**config.mk**
```make
export PLATFORM = sky130hd
export DESIGN_NAME = reaction_judge
export DESIGN_NICKNAME = d
export VERILOG_FILES = /design/src/rtl/judge_pkg.sv /design/src/rtl/btn_edge_pri.sv /design/src/rtl/reaction_judge.sv
export SDC_FILE = /design/constraint.sdc
export NUM_CORES = 1
export LEC_CHECK = 0
export CORE_AREA = 2 2 65 67
export CTS_CLUSTER_DIAMETER = 200
export DETAILED_ROUTE_END_ITERATION = 10
export DIE_AREA = 0 0 67 69
export PLACE_DENSITY = 0.76
export SETUP_SLACK_MARGIN = 0.1
export SYNTH_ARGS = -nofsm -noshare
export SYNTH_HDL_FRONTEND = slang
export SYNTH_HIERARCHICAL = 1
export SYNTH_SLANG_ARGS = --single-unit
export TNS_END_PERCENT = 1
```
**constraint.sdc**
```tcl
create_clock -name clk -period 2 [get_ports clk]
set_input_delay 0.3 -clock clk [delete_from_list [all_inputs] [get_ports clk]]
set_output_delay 0.3 -clock clk [all_outputs]
set_load 0.005 [all_outputs]
```
**src/rtl/judge_pkg.sv**
```systemverilog
// judge_pkg: shared types and helpers for the reaction judge.
//   state_e  - round FSM encoding (idle / answer window open / resolved)
//   btn_code - maps a button index to its operation code
//   sat_inc  - saturating increment for the right/wrong tallies
package judge_pkg;

  typedef enum logic [1:0] {
    StIdle = 2'd0,
    StWait = 2'd1,
    StDone = 2'd2
  } state_e;

  localparam int unsigned TickCntW = 8;

  // Buttons are numbered in reverse: btn[0] carries the highest code.
  function automatic int unsigned btn_code(input int unsigned num_btn, input int unsigned idx);
    return num_btn - 1 - idx;
  endfunction

  function automatic logic [31:0] sat_inc(input logic [31:0] val, input logic [31:0] max_val);
    return (val >= max_val) ? max_val : val + 32'd1;
  endfunction

endpackage

```
**src/rtl/btn_edge_pri.sv**
```systemverilog
// btn_edge_pri: rising-edge detector and lowest-index priority encoder for the answer buttons.
//   clk, rst : clock, asynchronous active-high reset
//   btn      : debounced, clk-synchronous button levels
//   press    : at least one button rose this cycle
//   code     : operation code of the lowest-index rising button (0 when press is low)
module btn_edge_pri
  import judge_pkg::*;
#(
  parameter int unsigned NUM_BTN = 4,
  parameter int unsigned ACT_W   = 2
) (
  input  logic               clk,
  input  logic               rst,
  input  logic [NUM_BTN-1:0] btn,
  output logic               press,
  output logic [ACT_W-1:0]   code
);

  logic [NUM_BTN-1:0] btn_q;
  logic [NUM_BTN-1:0] new_press;
  logic               found;

  // Sampled every cycle regardless of FSM state, so a button already held when a round
  // opens never looks like a fresh press.
  always_ff @(posedge clk or posedge rst) begin
    if (rst) begin
      btn_q <= '0;
    end else begin
      btn_q <= btn;
    end
  end

  assign new_press = btn & ~btn_q;
  assign press     = |new_press;

  always_comb begin
    code  = '0;
    found = 1'b0;
    for (int unsigned i = 0; i < NUM_BTN; i++) begin
      if (new_press[i] && !found) begin
        code  = ACT_W'(btn_code(NUM_BTN, i));
        found = 1'b1;
      end
    end
  end

endmodule

```
**src/rtl/reaction_judge.sv**
```systemverilog
// reaction_judge: per-round answer judge for the reflex game.
//   clk, rst     : clock, asynchronous active-high reset
//   tick         : one-cycle timebase strobe
//   round_start  : opens an answer window and latches action
//   action       : expected operation code for the round
//   btn          : debounced button levels
//   score_clr    : synchronous clear of both tallies (wins over increments)
//   busy         : answer window open
//   operation    : code of the last judged press (held)
//   op_valid     : one-cycle pulse when operation updates
//   round_done   : one-cycle pulse when a round resolves
//   round_hit    : last round was a correct press (held until next round_start)
//   right_time   : saturating count of correct rounds
//   wrong_time   : saturating count of wrong presses and timeouts
module reaction_judge
  import judge_pkg::*;
#(
  parameter int unsigned NUM_BTN      = 4,
  parameter int unsigned ACT_W        = 2,
  parameter int unsigned WINDOW_TICKS = 40,
  parameter int unsigned CNT_W        = 8
) (
  input  logic               clk,
  input  logic               rst,
  input  logic               tick,
  input  logic               round_start,
  input  logic [ACT_W-1:0]   action,
  input  logic [NUM_BTN-1:0] btn,
  input  logic               score_clr,
  output logic               busy,
  output logic [ACT_W-1:0]   operation,
  output logic               op_valid,
  output logic               round_done,
  output logic               round_hit,
  output logic [CNT_W-1:0]   right_time,
  output logic [CNT_W-1:0]   wrong_time
);

  localparam logic [CNT_W-1:0]    CntMax   = '1;
  localparam logic [TickCntW-1:0] LastTick = TickCntW'(WINDOW_TICKS - 1);

  state_e                state_q, state_d;
  logic [TickCntW-1:0]   tick_cnt_q, tick_cnt_d;
  logic [ACT_W-1:0]      act_q, act_d;
  logic [ACT_W-1:0]      operation_q, operation_d;
  logic                  op_valid_q, op_valid_d;
  logic                  round_hit_q, round_hit_d;
  logic [CNT_W-1:0]      right_q, right_d;
  logic [CNT_W-1:0]      wrong_q, wrong_d;

  logic                  press;
  logic [ACT_W-1:0]      press_code;

  btn_edge_pri #(
    .NUM_BTN(NUM_BTN),
    .ACT_W  (ACT_W)
  ) u_btn_edge_pri (
    .clk  (clk),
    .rst  (rst),
    .btn  (btn),
    .press(press),
    .code (press_code)
  );

  always_ff @(posedge clk or posedge rst) begin
    if (rst) begin
      state_q     <= StIdle;
      tick_cnt_q  <= '0;
      act_q       <= '0;
      operation_q <= '0;
      op_valid_q  <= 1'b0;
      round_hit_q <= 1'b0;
      right_q     <= '0;
      wrong_q     <= '0;
    end else begin
      state_q     <= state_d;
      tick_cnt_q  <= tick_cnt_d;
      act_q       <= act_d;
      operation_q <= operation_d;
      op_valid_q  <= op_valid_d;
      round_hit_q <= round_hit_d;
      right_q     <= right_d;
      wrong_q     <= wrong_d;
    end
  end

  always_comb begin
    state_d     = state_q;
    tick_cnt_d  = tick_cnt_q;
    act_d       = act_q;
    operation_d = operation_q;
    op_valid_d  = 1'b0;
    round_hit_d = round_hit_q;
    right_d     = right_q;
    wrong_d     = wrong_q;

    unique case (state_q)
      StIdle: begin
        if (round_start) begin
          act_d       = action;
          tick_cnt_d  = '0;
          round_hit_d = 1'b0;
          state_d     = StWait;
        end
      end
      StWait: begin
        // A press outranks a coincident final tick.
        if (press) begin
          operation_d = press_code;
          op_valid_d  = 1'b1;
          state_d     = StDone;
          if (press_code == act_q) begin
            right_d     = CNT_W'(sat_inc(32'(right_q), 32'(CntMax)));
            round_hit_d = 1'b1;
          end else begin
            wrong_d     = CNT_W'(sat_inc(32'(wrong_q), 32'(CntMax)));
            round_hit_d = 1'b0;
          end
        end else if (tick) begin
          if (tick_cnt_q == LastTick) begin
            wrong_d     = CNT_W'(sat_inc(32'(wrong_q), 32'(CntMax)));
            round_hit_d = 1'b0;
            state_d     = StDone;
          end else begin
            tick_cnt_d = tick_cnt_q + 1'b1;
          end
        end
      end
      StDone: begin
        state_d = StIdle;
      end
      default: begin
        state_d = StIdle;
      end
    endcase

    if (score_clr) begin
      right_d = '0;
      wrong_d = '0;
    end
  end

  assign busy       = (state_q == StWait);
  assign round_done = (state_q == StDone);
  assign operation  = operation_q;
  assign op_valid   = op_valid_q;
  assign round_hit  = round_hit_q;
  assign right_time = right_q;
  assign wrong_time = wrong_q;

endmodule

```
==> metrics.txt <==
status complete, no violations; CP Launch Type flip-flop; grt ovf 0; Ys Warns 6; overall power 2.23 mW; Synth-to-Final Area Change 39.1%; Vias 1888; Worst-Margin Slew 0.624 ns; switching pwr 709 uW; Clock Sinks 36; routability cong. 0.861; Final ANT Viol Nets 0; Chip Width 67 microns; final period utilization 95.1%; Fin Setup TNS 0 ns; Synth cell types 51; GR Util met1 30.6%; RSZ-0062 raised after global routing yes; Comb pwr share 32.9%; GRT Max-Usage Layer met2; met2 Resource Use GR 35.9%; CP Class reg -> reg; starting density of the core 50.5%; most frequent cells in the layout dfrtp_1, clkdlybuf4s50_1, buf_4; # IOs 33; ys async rst share 100%; first-pass GRT wire length 8190 microns; cell internal pwr 1.52 mW; vias per cell 5.90; register area share after synthesis 45.6%; placed cell area 0.00250 sq mm; Final WS setup 0.0982 ns; Register Area 903 sq um; ys flop type dfrtp_1; cts bufs inserted 5; EDFF count, synth 0; hold crit path type in -> async; synthesis-stage register bit count 36; DRC violations left 0; final layout net count 284; largest net degree at the start of global routing 33; core area 0.00391 sq mm; Hold Violations, Final 0; Detailed Route Iter0 Violations 140; final setup fails 0; register clock-pin slew on the reported worst setup and hold paths 0.07 ns; final instance count without filler cells 320; CTS tree built; GR Util All Layers 22.9%; Final Max Slew Viols 0; synthesized cell area 0.00198 sq mm; FP Rows 23; H-tree depth 2; Max-Cap Viols 0; Sw Ratio 31.8%; routed wire length 4930 microns; worst-path maximum fanout 4; clk_skew 0.00405 ns; Avg Inst Size Synth 9.41 sq um; Worst IR Drop VDD 0.000593 V; placed cells 308; root buf cell clkbuf_8; wire per inst 15.4 microns; antenna violations before repair 0; number of port buffers 32; achievable clock frequency 526 MHz; Slew headroom 58.3%; Clock Latency Late Sink 0.29 ns; crit end category flip-flop; layout cells sized above 1 24.4%; Post-DP HPWL 3340 microns; Seq pwr share 42.1%; CP required 2.20 ns; Period minus WS final 1.90 ns; vias in the first global route 1782; die area 0.00462 sq mm; Leakage Power 1.16 nW; power per cell area 810 mW/mm^2; chip height 69 microns; Cells after Synth 210; Mapped Nets 224; Fillers 312; Critical Path AT 2.10 ns; clock share of power 25.0%; CTS max path bufs 2; area of the multi-input gates 0.00110 sq mm; fin area 0.00275 sq mm; met3 GRT Util 5.06%; commonest non-fill, non-tap cell in the layout dfrtp_1; Pre-Repair DR Iteration Count 4; n_diodes 0; dpl ws -0.402 ns
[cell usage after synthesis, drive strengths merged, types with 3 or more instances]
cell	instances	share of area, %
xnor2	4	1.8
o31ai	5	1.9
a311oi	3	1.3
clkbuf	3	0.63
or4	4	1.5
nor2b	3	0.95
nor2	14	2.7
o21ai	11	2.8
buf	4	1.6
nand2b	4	1.4
a211oi	8	3.0
and3	3	0.95
and2	4	1.3
ha	3	1.9
a21oi	11	2.8
nand4	4	1.3
nand3	10	2.5
a221oi	3	1.6
nand2	20	3.8
nor3	11	3.4
dfrtp	36	46
inv	12	2.3
[worst paths after layout]
path	from	end	slack, ns	cells past startpoint
setup / recovery	u_btn_edge_pri/btn_q[0]	wrong_time[6]	0.1	6
setup reg to reg	u_btn_edge_pri/btn_q[0]	wrong_time[6]	0.1	6
max in group asynchronous	rst	state_q[0]	1.21	3
hold reg to reg	operation[0]	operation[0]	0.50	2
hold / removal	rst	u_btn_edge_pri/btn_q[1]	0.25	2
min in group clk	btn[3]	u_btn_edge_pri/btn_q[3]	0.27	1
[power by group through the flow]
stage	Combinational [mW]	Sequential (mW)	Clock (mW)
6_report	0.733	0.937	0.555
4_1_cts	0.669	0.923	0.569
5_1_grt	0.811	0.951	0.597
3_5_place_dp	0.646	0.935	0
3_3_place_gp	0.628	0.929	0
2_1_floorplan	0.345	0.915	0
[area by class of cell]
class	instances	area share, %
multi-input combinational	155	40.0
inverter	12	1.64
sequential	36	32.9
clock buffer	7	3.51
timing repair buffer	60	19.7
tap	50	2.28
[layer usage]
layer	routed length (microns)	up-vias
met5	0	-
met4	72	0
met3	219	7
met2	2570	52
met1	2060	932
li1	-	897
[cell families (layout without fill, tap and decap cells)]
family,count (synthesis),after routing,synth area share [%]
AND/OR/NAND/NOR,93,93,27.1
AO/OA/AOI/OAI,53,53,18.2
XOR/XNOR,6,6,2.66
adder cells (fa/ha/maj),3,3,1.90
buffers and inverters,19,79,4.50
flip-flops,36,36,45.6
[sequential cells by signal, summed over array words and instances (netlist names)]
name / count
act_q: 2
tick_cnt_q: 8
state_q: 2
round_hit: 1
wrong_time: 8
op_valid: 1
u_btn_edge_pri/btn_q: 4
right_time: 8
operation: 2
[critical path, cell delays in order, from the launching register on]
cell,delay [ns]
dfrtp_1,0.33
nand2b_4,0.13
o2111ai_4,0.15
or4bb_4,0.56
nor4_4,0.31
o21ai_1,0.11
a221oi_2,0.22
[stage by stage]
step                hold slack [ns]  util (%)
CTS                           0.215      68.3
global route                  0.261      70.2
detailed placement            0.472      63.9
floorplan                    0.0661         -
global placement              0.462      63.9
finish                        0.247      70.2
[repair_timing]
action	in CTS	in global routing
buffers inserted	3	2
resized for setup	15	19
pin swaps	5	6
hold buffers	0	0
setup endpoints to repair	24	22
No activity file was read; power rests on OpenSTA's default activity.
